$ cat config.mk
export PLATFORM = sky130hd
export DESIGN_NAME = debounce_scheduler_flat
export DESIGN_NICKNAME = d
export VERILOG_FILES = /design/src/rtl/debounce_scheduler_if.sv /design/src/rtl/debounce_scheduler.sv /design/src/flat_wrapper.sv
export SDC_FILE = /design/constraint.sdc
export NUM_CORES = 1
export LEC_CHECK = 0
export BUFFER_PORTS_ARGS = -buffer_cell sky130_fd_sc_hd__buf_2
export CAP_MARGIN = 25
export CORE_ASPECT_RATIO = 0.8
export CORE_MARGIN = 4
export CORE_UTILIZATION = 55
export DETAILED_ROUTE_END_ITERATION = 7
export PLACE_DENSITY = 0.74
export SLEW_MARGIN = 30
export SYNTH_ARGS = -nofsm -noshare
export SYNTH_HDL_FRONTEND = slang
export SYNTH_SLANG_ARGS = --single-unit
export TNS_END_PERCENT = 100
$ cat constraint.sdc
create_clock -name clk_i -period 3.1 [get_ports clk_i]
set_clock_uncertainty 0.1 [all_clocks]
set_input_delay 0.31 -clock clk_i [delete_from_list [all_inputs] [get_ports clk_i]]
set_output_delay 0.31 -clock clk_i [all_outputs]
set_load 0.02 [all_outputs]
$ cat src/rtl/debounce_scheduler_if.sv
// Pin-side and user-side signals of the shared-counter debouncer.
// The master modport is the debouncer itself.
interface debounce_scheduler_if #(
  parameter int N_INPUTS = 4,
  parameter int IDX_W    = $clog2(N_INPUTS)
);
  logic [N_INPUTS-1:0] signal_i;
  logic [N_INPUTS-1:0] stable_o;
  logic [N_INPUTS-1:0] rise_o;
  logic [N_INPUTS-1:0] fall_o;
  logic                busy_o;
  logic [IDX_W-1:0]    grant_o;

  modport master (
    input  signal_i,
    output stable_o, rise_o, fall_o,
    output busy_o, grant_o
  );

  modport slave (
    output signal_i,
    input  stable_o, rise_o, fall_o,
    input  busy_o, grant_o
  );
endinterface

$ cat src/rtl/debounce_scheduler.sv
// Debouncer for N inputs sharing one delay counter,
// handed out round-robin to inputs whose level disagrees with stable.
module debounce_scheduler #(
  parameter int          N_INPUTS      = 4,
  parameter logic [31:0] TIME_DEBOUNCE = 32'd50_000_000
) (
  input logic clk_i,
  input logic rst_i,
  debounce_scheduler_if.master bus
);
  localparam int IDX_W = $clog2(N_INPUTS);

  typedef enum logic [1:0] {
    ST_IDLE,
    ST_DELAY,
    ST_COMMIT
  } state_t;

  state_t              state_q, state_d;
  logic [31:0]         cnt_q, cnt_d;
  logic [N_INPUTS-1:0] meta_q, sync_q;
  logic [N_INPUTS-1:0] stable_q, stable_d;
  logic [N_INPUTS-1:0] rise_q, rise_d;
  logic [N_INPUTS-1:0] fall_q, fall_d;
  logic [N_INPUTS-1:0] pend;
  logic [IDX_W-1:0]    grant_q, grant_d;
  logic [IDX_W-1:0]    last_q, last_d;
  logic [IDX_W-1:0]    sel;
  logic                target_q, target_d;

  assign pend = sync_q ^ stable_q;

  // Scan downward so the nearest index after last_q wins.
  always_comb begin
    int               j;
    logic [IDX_W-1:0] jj;
    sel = '0;
    for (int k = N_INPUTS; k >= 1; k--) begin
      j  = (int'(last_q) + k) % N_INPUTS;
      jj = IDX_W'(j);
      if (pend[jj]) sel = jj;
    end
  end

  always_comb begin
    state_d  = state_q;
    cnt_d    = cnt_q;
    grant_d  = grant_q;
    last_d   = last_q;
    target_d = target_q;
    stable_d = stable_q;
    rise_d   = '0;
    fall_d   = '0;
    unique case (state_q)
      ST_IDLE: begin
        if (|pend) begin
          grant_d  = sel;
          target_d = sync_q[sel];
          cnt_d    = '0;
          state_d  = ST_DELAY;
        end
      end
      ST_DELAY: begin
        if (sync_q[grant_q] != target_q) begin
          last_d  = grant_q;
          cnt_d   = '0;
          state_d = ST_IDLE;
        end else if (cnt_q == TIME_DEBOUNCE) begin
          state_d = ST_COMMIT;
        end else begin
          cnt_d = cnt_q + 32'd1;
        end
      end
      ST_COMMIT: begin
        stable_d[grant_q] = target_q;
        rise_d[grant_q]   = target_q;
        fall_d[grant_q]   = ~target_q;
        last_d            = grant_q;
        cnt_d             = '0;
        state_d           = ST_IDLE;
      end
      default: state_d = ST_IDLE;
    endcase
  end

  always_ff @(posedge clk_i or posedge rst_i) begin
    if (rst_i) begin
      state_q  <= ST_IDLE;
      cnt_q    <= '0;
      meta_q   <= '0;
      sync_q   <= '0;
      stable_q <= '0;
      rise_q   <= '0;
      fall_q   <= '0;
      grant_q  <= '0;
      last_q   <= IDX_W'(N_INPUTS - 1);
      target_q <= 1'b0;
    end else begin
      state_q  <= state_d;
      cnt_q    <= cnt_d;
      meta_q   <= bus.signal_i;
      sync_q   <= meta_q;
      stable_q <= stable_d;
      rise_q   <= rise_d;
      fall_q   <= fall_d;
      grant_q  <= grant_d;
      last_q   <= last_d;
      target_q <= target_d;
    end
  end

  assign bus.stable_o = stable_q;
  assign bus.rise_o   = rise_q;
  assign bus.fall_o   = fall_q;
  assign bus.busy_o   = (state_q != ST_IDLE);
  assign bus.grant_o  = grant_q;
endmodule

$ cat src/flat_wrapper.sv
// flat-port wrapper written by rule: the top's interface ports become plain ports
module debounce_scheduler_flat 
#(
  parameter int          N_INPUTS      = 4,
  parameter logic [31:0] TIME_DEBOUNCE = 32'd50_000_000
)
  (clk_i, rst_i, bus_signal_i, bus_stable_o, bus_rise_o, bus_fall_o, bus_busy_o, bus_grant_o);
  debounce_scheduler_if #(.N_INPUTS(N_INPUTS)) bus_i ();
  input logic clk_i;
  input logic rst_i;
  input wire logic [$bits(bus_i.signal_i)-1:0] bus_signal_i;
  output wire logic [$bits(bus_i.stable_o)-1:0] bus_stable_o;
  output wire logic [$bits(bus_i.rise_o)-1:0] bus_rise_o;
  output wire logic [$bits(bus_i.fall_o)-1:0] bus_fall_o;
  output wire logic [$bits(bus_i.busy_o)-1:0] bus_busy_o;
  output wire logic [$bits(bus_i.grant_o)-1:0] bus_grant_o;
  assign bus_i.signal_i = bus_signal_i;
  assign bus_stable_o = bus_i.stable_o;
  assign bus_rise_o = bus_i.rise_o;
  assign bus_fall_o = bus_i.fall_o;
  assign bus_busy_o = bus_i.busy_o;
  assign bus_grant_o = bus_i.grant_o;
  debounce_scheduler #(.N_INPUTS(N_INPUTS), .TIME_DEBOUNCE(TIME_DEBOUNCE)) u_core (.clk_i(clk_i), .rst_i(rst_i), .bus(bus_i));
endmodule
==> results.txt, run 1 <==
The number of buffers created by CTS is 9. The region available for standard cell placement spans 5470 sq um. The remaining max-slew budget at the tightest pin came out at 45.8%. STA puts the critical path data required time at 3.20 ns. During placement, the flow inserted port buffers numbering 20. The number of endpoints failing setup at the final stage is 0.

The buffer depth of the longest clock path came out at 2. The critical path is of the flip-flop to flip-flop type. The total non-filler cell area in the finished layout is 3470 sq um.

The DRC violation total after the first TritonRoute iteration is 183. The number of filler instances in the final layout is 456. IR analysis of the VDD net gives a maximum drop of 0.445 mV.

The total count of hold-check failures in the final report is 31. The smallest clock period supported by the final layout is computed as 2.78 ns. The number of maximum-capacitance violations came out at 0. Dividing the detail-routed wire length by the instance count gives 15.8 um.

The initial core utilization is 57.1%. The final critical path takes up 89.6% of the cycle. The layout cell share with drive strength beyond 1 came out at 19.6%.

The fraction of synthesized cell area taken by the top area cell type came out at 45.7%. The synthesized area per cell came out at 10.1 sq um. The min-delay analysis places its worst path in the category input pin to asynchronous set/reset pin. The cell count after synthesis is 309. The worst setup path is captured at a flip-flop. The maximum clock rate is 360 MHz.

The leading cell type by number of instances after synthesis is dfrtp_1. The source-to-sink clock delay at the later pin of the worst-skew pair is 0.35 ns. The floorplan step defined a die boundary enclosing 6960 sq um. The detailed-route via count came out at 2440. The maximum number of pins on one net before global-route repair came out at 36.

The routed length on met2 is 2.90 mm. The flow ran to the end, but the final reports show violations. The total negative setup slack came out at 0 ns. The synthesized design contains 0 enable-type register cells. At the end of routability-driven placement, the weighted congestion stood at 0.844. The length of the first detailed-routing pass in iterations came out at 5.

The wire length the detailed router placed on met1 came out at 3.15 mm. The proportion of synthesized chip area in sequential cells came out at 47.4%. The die is 75.4 um tall.

In this design, the largest share of critical-path delay is due to simple AND/OR/NAND/NOR gates. The initial antenna violation count is 0. The maximum cell stage delay along the critical path came out at 0.64 ns. The number of buffers and inverters on the critical path is 0. The number of synthesized register bits came out at 59. The clock sink count came out at 59.

Setup repair after global routing left no endpoint under its margin. The via count of the first global-routing pass is 2237. Clock tree synthesis selected as its root buffer the cell clkbuf_8.

The most used flip-flop cell after synthesis is dfrtp_1. The wire length on met3 came out at 435 um. The leakage power summed over all cells came out at 1.43 nW. The die is 92.2 um wide.

At the pin with the least slew margin, the transition time is 0.813 ns. The type of origin of the critical path is a flip-flop. Hold timing on the final database bottoms out at a slack of -0.0217 ns. The worst path arrival time came out at 2.87 ns. The largest total area in the synthesized netlist belongs to dfrtp_1. The placed wire-length estimate after detailed placement is 4.63 mm. The CTS H-tree depth came out at 3. The clock input transition at the sequential cells of the worst setup and hold paths came out at 0.07 ns. After synthesis, the share of flip-flops with an asynchronous set or reset is 100%. For this block, the routed nets add up to 6.56 mm of wire. The net count of the mapped netlist is 317. In this run the cell area of the synthesized design comes to 3120 sq um. The count of unresolved DRC violations after routing came out at 0.

The power density of the placed cells is 646 nW/um^2. TritonCTS built the clock tree. In this run the worst path has a maximum fanout of 22. The slowest stage of the critical path is the a2111oi_4 cell. The average vias per placed instance came out at 5.88.

The overall fraction of global-route tracks in use is 21.1%. The post-detailed-placement cell area is 3240 sq um. The worst reg-to-reg setup slack is 0.32 ns. Ranked by instance count, the synthesized netlist is headed by dfrtp_1, nor2_1, nand2_1.

The overflow left after global routing came out at 0. The final reports fail on hold timing. Traced cell by cell, the critical path runs through nor4_1, nand4_1, a2111oi_4, or2_4, or4_1, a21oi_1. The floorplan row count came out at 24.

After detailed routing, no signal wire sits above met4. The max-slew violation count is 0. The area growth from synthesis to layout came out at 11.1%.

The unique cell type count in the Yosys netlist came out at 50. Yosys attributes the largest share of cell area to dfrtp_1, xnor2_1, nor2_1, nand2_1, o31ai_1. The global-route wire length before repair came out at 11.2 mm. The I/O pin total is 21.

Once the clock tree was built, the setup fixing pass inserted 0 buffers. The final layout net count is 340. The count of antenna-violating nets left after detailed routing came out at 0. The number of antenna diodes in the final layout is 0. The yosys synthesis warning count came out at 0.
-- power by group --
part | switching, W | leakage (nW) | internal [W]
Clock | 0.000322 | 0.0851 | 0.000316
Combinational | 0.000387 | 0.553 | 0.000259
Sequential | 0.000120 | 0.790 | 0.000838
-- per-stage QoR --
stage / instances / setup slack (ns) / power [W] / utilization, % / hold WS [ns]
floorplan: 309 / 0.772 / 0.00150 / - / 0.231
global placement: 395 / 0.347 / 0.00158 / 59.3 / 0.232
detailed placement: 395 / 0.368 / 0.00161 / 59.3 / 0.235
CTS: 415 / 0.348 / 0.00225 / 63.5 / 0.00370
global route: 415 / 0.159 / 0.00237 / 63.5 / 0.0453
finish: 415 / 0.323 / 0.00224 / 63.5 / -0.0217
-- layer usage --
metal | vias to the layer above | track usage, %
met1 | 1166 | 30.7
met4 | 0 | 7.41
met3 | 10 | 6.71
met5 | - | 0
li1 | 1166 | -
met2 | 98 | 30.0
-- sequential cells by signal, summed over array words and instances (netlist names) --
| name | count |
|---|---|
| u_core.bus.fall_o | 4 |
| u_core.last_q | 2 |
| u_core.meta_q | 4 |
| u_core.bus.grant_o | 2 |
| u_core.bus.stable_o | 4 |
| u_core.sync_q | 4 |
| u_core.bus.rise_o | 4 |
| u_core.target_q | 1 |
| u_core.cnt_q | 32 |
| u_core.state_q | 2 |
-- area by class of cell --
type,instances,area (sq um),area share [%]
well taps,78,97.6,2.81
inverters,7,26.3,0.758
flip-flops and latches,59,1480,42.6
clock buffers,10,138,3.97
clock inverters,6,48.8,1.41
repair buffers,28,170,4.91
multi-input cells,227,1510,43.5
-- cell usage in the layout, fill, tap and decap left out, types with 4 or more instances in the layout --
cell | Yosys | final
inv_1 | 7 | 6
o21ai_0 | 14 | 14
nor4_1 | 6 | 6
and4_1 | 5 | 5
nand2_1 | 24 | 24
dlygate4sd3_1 | 0 | 4
o31ai_1 | 11 | 11
nor3_1 | 14 | 14
nand2b_1 | 7 | 7
xnor2_1 | 17 | 17
nor4b_1 | 4 | 4
or4_1 | 4 | 4
buf_2 | 5 | 20
dfrtp_1 | 57 | 57
nand4_1 | 8 | 8
a21oi_1 | 11 | 11
nor2_1 | 30 | 30
o21ai_1 | 5 | 5
mux2_2 | 4 | 4
clkbuf_8 | 0 | 10
buf_4 | 2 | 4
nand3_1 | 12 | 12
-- repair_timing --
item | in CTS | in global routing
hold endpoints to repair | 4 | 0
gates resized for setup | 0 | 0
hold buffers | 4 | 0
-- cells by family after synthesis --
group                    Yosys count  share of synthesized area, %
AO/OA/AOI/OAI                     55                          12.2
XOR/XNOR                          20                          5.85
adder cells (fa/ha/maj)            2                         0.801
buffers and inverters             23                          4.41
flip-flops                        59                          47.4
multiplexers                      10                          3.73
AND/OR/NAND/NOR                  140                          25.7
-- worst paths after layout --
path                                  start               end  cells after the start
min reg2reg                u_core.meta_q[1]  u_core.sync_q[1]                      0
min                                   rst_i  u_core.cnt_q[14]                      2
max in group asynchronous             rst_i  u_core.cnt_q[16]                      3
max                         u_core.cnt_q[4]  u_core.cnt_q[24]                      6
max reg2reg                 u_core.cnt_q[4]  u_core.cnt_q[24]                      6
min in group clk_i         u_core.meta_q[1]  u_core.sync_q[1]                      0
No activity file was read; power rests on OpenSTA's default activity.
==> inputs of run 2 (changes only) <==
- MAX_ROUTING_LAYER: unset -> met4
==> run 2 against run 1 <==
Net effect: the flow still finishes with violations (hold timing); largest power group unchanged; setup slack better by 0.020 ns; via count down 2.0%; combinational power about the same; wire length down 0.75%; highest routed layer unchanged.
==> results.txt, run 2 (synthesized netlist as in run 1, its figures left out) <==
The total count of hold-check failures in the final report was 31 (unchanged). The floorplan row count came out at 24 (unchanged). The number of maximum-capacitance violations is 0 (unchanged). The overflow left after global routing came out at 0 (unchanged).

The sequential share of power came out at 42.8% (about the same). The DRC violation total after the first TritonRoute iteration is 181 (-1.1%). The library cells used most frequently in the layout, excluding fill and tap cells, are dfrtp_1, nor2_1, nand2_1.

The length of the first detailed-routing pass in iterations is 4 (-1). The sum of internal, switching and leakage power came out at 0.00224 W (about the same). The total negative setup slack came out at 0 ns (unchanged).

The remaining max-slew budget at the tightest pin is 48.1% (+2.3 points). The post-route fraction of the period consumed by the critical path came out at 88.9% (-0.63 points). The routed length per placed instance is 15.7 um (-0.75%). The total net switching power was 0.000829 W (about the same). The type of origin of the critical path is a flip-flop.

The worst path arrival time came out at 2.85 ns (-0.02 ns). The antenna diode count is 0 (unchanged). The count of unresolved DRC violations after routing came out at 0 (unchanged).

The global-route wire length before repair came out at 11.2 mm (unchanged). The met2 usage in global routing is 30.1% (+0.081 points). The floorplan core area is 5470 sq um (unchanged). The worst slack after detailed placement was 0.368 ns (unchanged).

The number of filler instances in the final layout came to 456 (unchanged). The number of endpoints failing setup at the final stage was 0 (unchanged). The most common cell after layout, fill and taps aside is dfrtp_1. TritonCTS built the clock tree. The required time at the worst-slack endpoint is 3.19 ns (about the same). The post-detailed-placement cell area came out at 3240 sq um (unchanged). The clock sink count is 59 (unchanged).

The category of the worst setup path capture point is a flip-flop. The placed wire-length estimate after detailed placement came out at 4.63 mm (unchanged). The internal power of the cells came out at 0.00141 W (about the same).

The via count of the first global-routing pass came to 2250 (+0.58%). The maximum number of pins on one net before global-route repair came out at 36 (unchanged). The area growth from synthesis to layout was 11.1% (unchanged).

The busiest layer in global routing is met1. The met1 track demand over resource is 30.7% (-0.064 points). The overall fraction of global-route tracks in use came out at 21.7% (+0.62 points). The count of antenna-violating nets left after detailed routing is 0 (unchanged). The total non-filler cell area in the finished layout is 3470 sq um (unchanged). The power density of the placed cells came out at 646 nW/um^2 (about the same). Setup repair after global routing left no endpoint under its margin. The detailed-route via count came out at 2390 (-2.0%). The leakage power summed over all cells was 1.43 nW (unchanged).

The proportion of power drawn by combinational gates is 28.7% (about the same). The global routing met3 resource utilization is 5.53% (-1.2 points). The I/O pin total is 21 (unchanged).

The number of flip-flops under the largest register name came to 32 (unchanged). The register with the most flip-flops is u_core.cnt_q. The buffer cell driving the clock tree root is clkbuf_8. The min-delay analysis places its worst path in the category input pin to asynchronous set/reset pin. The time the worst path needs with I/O delays and setup came out at 2.76 ns (-0.0197 ns).

The initial core utilization came out at 57.1% (unchanged). The count of buffers from port buffering came out at 20 (unchanged). The final hold slack came out at -0.0250 ns (-0.00328 ns). The worst ir drop on vdd came to 0.447 mV (+0.39%).

The final wirelength is 6.51 mm (-0.75%). The die area was 6960 sq um (unchanged). The average vias per placed instance came out at 5.76 (-2.0%). The worst setup slack after layout is 0.343 ns (+0.0197 ns). The highest fanout seen on the critical path was 22 (unchanged). The final RePlAce weighted congestion is 0.857 (+1.6%). The vertical die dimension came out at 75.4 um (unchanged). The initial antenna violation count is 0 (unchanged). The source-to-sink clock delay at the later pin of the worst-skew pair is 0.34 ns (about the same). The CTS H-tree depth came out at 3 (unchanged). The layout cell share with drive strength beyond 1 is 19.6% (unchanged). The max-slew violation count came out at 0 (unchanged). The checks that failed: hold timing. The fraction of power spent switching nets is 37.0% (about the same). The number of buffers created by CTS is 9 (unchanged). The number of gates resized after cts came out at 0 (unchanged). The flow ran to the end, but the final reports show violations. The clock input transition at the sequential cells of the worst setup and hold paths is 0.07 ns (about the same). The buffer depth of the longest clock path is 2 (unchanged). The die boundary width is 92.2 um (unchanged). The maximum clock rate is 363 MHz (+0.71%). The clock network power share is 28.5% (about the same). The final layout net count came out at 340 (unchanged). The startpoint-to-endpoint class of the critical path is flip-flop to flip-flop. The slew at the pin with the worst max-slew slack is 0.779 ns (-0.0345 ns).
run 2: cell type report:
class | instances | area [sq um] | share of cell area, %
Inverter | 7 | 26.3 | 0.758
Timing Repair Buffer | 28 | 170 | 4.91
Clock buffer | 10 | 138 | 3.97
Sequential cell | 59 | 1480 | 42.6
Tap cell | 78 | 97.6 | 2.81
Multi-Input combinational cell | 227 | 1510 | 43.5
Clock inverter | 6 | 48.8 | 1.41
run 2: metal layers:
layer | wire length, um | vias to the layer above | share of wire [%]
met1 | 3190 | 1159 | 49
li1 | - | 1168 | -
met3 | 361 | 6 | 5.5
met5 | 0 | - | 0
met4 | 60 | 0 | 0.92
met2 | 2900 | 57 | 44
run 2: repair_timing:
action                    in CTS  in global routing
hold buffers                   4                  0
hold endpoints to repair       4                  0
setup buffers                  0                  0
run 2: critical path, stage by stage, from the launching register on:
cell	delay, ns
dfrtp_1	0.52
nor4_1	0.46
nand4_1	0.26
a2111oi_4	0.65
or2_4	0.39
or4_1	0.17
a21oi_1	0.06
run 2: power by group through the flow:
stage / clock [W] / combinational (W) / sequential [W]
after floorplan: 0 / 0.000584 / 0.000915
after global placement: 0 / 0.000615 / 0.000965
after detailed placement: 0 / 0.000639 / 0.000970
after CTS: 0.000651 / 0.000645 / 0.000958
after global routing: 0.000683 / 0.000709 / 0.000975
final: 0.000639 / 0.000644 / 0.000958
run 2: path summary, 6_finish.rpt:
kind	start	end	slack (ns)	cells after the start
max in group asynchronous	rst_i	u_core.cnt_q[11]	2.26	3
setup / recovery	u_core.cnt_q[4]	u_core.cnt_q[24]	0.34	6
hold / removal	rst_i	u_core.cnt_q[8]	-0.02	2
min in group clk_i	u_core.meta_q[1]	u_core.sync_q[1]	0.25	0
hold reg to reg	u_core.meta_q[1]	u_core.sync_q[1]	0.25	0
setup reg to reg	u_core.cnt_q[4]	u_core.cnt_q[24]	0.34	6
run 2: through the flow:
step	cells	utilization (%)
final	415	63.5
after global routing	415	63.5
after CTS	415	63.5
after detailed placement	395	59.3
after global placement	395	59.3
after floorplan	309	-
==> inputs of run 3 (changes only) <==
- ABC_AREA: unset -> 1
- CORE_UTILIZATION: 55 -> 28
- PLACE_DENSITY: 0.74 -> unset
- clock period: 3.1 -> 3.25 ns (I/O delays scaled with it)
==> run 3 against run 2 <==
Net effect: the flow now finishes without violations; flip-flop and latch count unchanged; clock power increased by 64%; global-route usage decreased by 7.9 points; hold slack improved by 0.035 ns; critical path depth increased by 5; sequential power decreased by 9.4%; critical endpoint is now u_core.cnt_q[2]; largest power group is now the clock network; highest routed layer unchanged.
==> results.txt, run 3 <==
The flow ran to the end, and the final reports show no timing, DRC or antenna violations. The proportion of synthesized chip area in sequential cells is 42.3% (-5.1 points). The vertical die dimension came out at 108 um (+43%). The initial antenna violation count came out at 0 (unchanged). The overflow left after global routing was 0 (unchanged). The count of antenna-violating nets left after detailed routing was 0 (unchanged).

The average vias per placed instance came out at 4.85 (-16%). The tightest min-delay check is of the input pin to asynchronous set/reset pin type. The remaining max-slew budget at the tightest pin came out at 47.5% (-0.60 points).

The slew at the pin with the worst max-slew slack came out at 0.787 ns (+0.00832 ns). The number of synthesized flops with an enable pin is 0 (unchanged). The non-filler instance count after layout is 657 (+58%). The yosys synthesis warning count was 0 (unchanged). The type of origin of the critical path is a flip-flop. The via count of the first global-routing pass came out at 3067 (+36%). The number of synthesized register bits came out at 59 (unchanged). The maximum cell stage delay along the critical path is 0.46 ns (-0.19 ns). The DRC violation total after the first TritonRoute iteration is 329 (+82%). The unique cell type count in the Yosys netlist is 37 (-26%). The fraction of synthesized cell area taken by the top area cell type came out at 40.8% (-4.9 points). The number of maximum-capacitance violations came out at 0 (unchanged). By instance count, the leading cell after synthesis is nand2_1.

The worst path buffer plus inverter count is 2 (+2). The wire length the detailed router placed on met1 is 4.79 mm (+50%). The overall fraction of global-route tracks in use came to 13.9% (-7.9 points). Setup repair after global routing left no endpoint under its margin. The final layout net count was 489 (+44%). The post-route fraction of the period consumed by the critical path came out at 75.8% (-13 points). The commonest cells after synthesis are nand2_1, dfrtp_1, inv_1. The antenna diode count is 0 (unchanged). The routed length on met2 came out at 3.84 mm (+33%). Relative to the synthesized area, the layout overhead comes to 17.3%. The core utilization of the finished layout came out at 33.6% (-30 points). The total negative setup slack came out at 0 ns (unchanged). The number of gates resized after cts is 0 (unchanged). The worst ir drop on vdd came out at 0.248 mV (-44%). The floorplan row count came out at 36 (+50%). STA classifies the critical path endpoint as a flip-flop. The highest fanout seen on the critical path came out at 40 (+82%).

In the synthesized netlist the dominant register cell turns out to be dfrtp_1. The clock sink count is 59 (unchanged). The power density of the placed cells came to 665 nW/um^2 (+2.8%). The register with the most flip-flops is u_core.cnt_q.

Yosys attributes the largest share of cell area to dfrtp_1, nand2_1, inv_1, xor2_1, nor2_1. The CTS H-tree depth came out at 3 (unchanged). The source-to-sink clock delay at the later pin of the worst-skew pair is 0.32 ns (-0.02 ns). The library cell used most frequently in the layout, excluding fill and tap cells, is nand2_1. The total placed cells including tap cells is 640 (+62%). The routed length per placed instance came to 14.2 um (-9.6%). The die boundary width came out at 133 um (+44%). The kind of cell adding the most delay to the critical path is simple AND/OR/NAND/NOR gates. The clock input transition at the sequential cells of the worst setup and hold paths is 0.06 ns (about the same).

The count of buffers from port buffering is 20 (unchanged). The placed wire-length estimate after detailed placement came out at 6.94 mm (+50%). The number of flip-flops under the largest register name came out at 32 (unchanged). The async set or reset register ratio after synthesis is 100% (unchanged). The worst path arrival time was 2.61 ns (-0.24 ns).

The cell count after synthesis came out at 455 (+47%). The layout cell share with drive strength beyond 1 is 13.8% (-5.8 points). On the critical path, the stage with the largest delay is an instance of nor2_8. The synthesized area per cell is 7.68 sq um (-24%).

Leaving out fill and tap cells, the most frequent cells in the layout are nand2_1, dfrtp_1, inv_1. The number of filler instances in the final layout came to 1280 (+180%). Traced cell by cell, the critical path runs through nand2_1, inv_1, a22oi_2, nand3_1, nand2_4, inv_4, nand2_4, nor2_8, nor2_8, nand3_1, o21ai_1.

The wire length on met3 is 543 um (+50%). The detailed-route via count was 3186 (+33%). The time the worst path needs with I/O delays and setup is 2.46 ns (-0.293 ns). The cell type contributing the most total cell area after synthesis is dfrtp_1. The required time at the worst-slack endpoint is 3.39 ns (+0.20 ns). The net count of the mapped netlist was 463 (+46%).

The number of endpoints failing setup at the final stage came out at 0 (unchanged). The floorplan core area is 12200 sq um (+120%). The buffer depth of the longest clock path came out at 2 (unchanged). The post-synth design cell area was 3500 sq um (+12%).

The count of unresolved DRC violations after routing is 0 (unchanged). The final wirelength is 9.32 mm (+43%). The startpoint-to-endpoint class of the critical path is flip-flop to flip-flop.

The I/O pin total came to 21 (unchanged). The max-slew violation count is 0 (unchanged). TritonCTS built the clock tree. The maximum clock rate came out at 406 MHz (+12%). The maximum number of pins on one net before global-route repair is 44 (+22%). The total count of hold-check failures in the final report is 0 (-100%). The buffer cell driving the clock tree root is clkbuf_16. The global-route wire length before repair is 15.6 mm (+39%). The initial core utilization came to 28.6% (-29 points).

The top layer used by detailed routing is met4. The number of buffers created by CTS is 9 (unchanged). The final RePlAce weighted congestion is 0.984 (+15%). The leakage power summed over all cells is 1.78 nW (+25%). The die area is 14300 sq um (+110%).

The length of the first detailed-routing pass in iterations is 4 (unchanged).
run 3: cell types whose count changed after synthesis, moves of 11 or more:
cell	previous run	this run
o31ai_1	11	0
nor3_1	14	28
xnor2_1	17	0
nor2_1	30	46
nand3_1	12	30
nand2_1	24	115
inv_1	7	56
xor2_1	2	21
o21ai_1	5	19
run 3: what timing repair did:
| item | 4_1_cts | 5_1_grt |
|---|---|---|
| buffers inserted | 0 | 0 |
| endpoints found under the hold margin | 1 | 0 |
| setup endpoints to repair | 0 | 0 |
| hold buffers | 1 | 0 |
run 3: routing by layer:
| layer | track usage, % | vias up |
|---|---|---|
| li1 | - | 1540 |
| met1 | 19.9 | 1525 |
| met2 | 19.8 | 111 |
| met3 | 2.51 | 10 |
| met4 | 4.45 | 0 |
| met5 | - | - |
run 3: cell type report:
cell class	instances	area, sq um	area share (%)
multi-input cells	327	1710	41.8
inverters	61	240	5.86
well taps	171	214	5.22
repair buffers	23	125	3.05
clock buffers	12	256	6.26
clock inverters	4	72.6	1.77
flip-flops and latches	59	1480	36.1
run 3: stage by stage:
stage          area [sq um]  total power, W  hold slack, ns  worst slack [ns]
3_5_place_dp           3760         0.00168           0.237             0.855
2_1_floorplan          3500         0.00147           0.231              1.37
4_1_cts                4100         0.00273         0.00240             0.815
6_report               4100         0.00273         0.00992             0.786
5_1_grt                4100         0.00288         0.00607             0.581
3_3_place_gp           3760         0.00166           0.235             0.932
run 3: kinds of logic (layout without fill, tap and decap cells):
logic type / count (synthesis) / in the layout / synth area share, %
adder cells (fa/ha/maj): 2 / 2 / 0.716
XOR/XNOR: 21 / 21 / 5.26
AND/OR/NAND/NOR: 256 / 256 / 34.2
flip-flops: 59 / 59 / 42.3
AO/OA/AOI/OAI: 48 / 48 / 8.84
buffers and inverters: 69 / 100 / 8.70
run 3: worst paths after layout:
check                                      start  cells after the start                to  slack [ns]
setup / recovery           u_core.bus.grant_o[1]                     11   u_core.cnt_q[2]        0.79
hold / removal                             rst_i                      2  u_core.meta_q[0]        0.01
setup reg to reg           u_core.bus.grant_o[1]                     11   u_core.cnt_q[2]        0.79
hold reg to reg                 u_core.meta_q[3]                      0  u_core.sync_q[3]        0.25
max in group asynchronous                  rst_i                      3  u_core.cnt_q[29]        2.35
min in group clk_i               bus_signal_i[3]                      1  u_core.meta_q[3]        0.01
run 3: where the power goes:
part           leakage (nW)  total [W]  switching, W  internal, W
Clock                 0.159    0.00105      0.000335     0.000711
Combinational         0.834   0.000811      0.000606     0.000205
Sequential            0.789   0.000868     0.0000684     0.000799
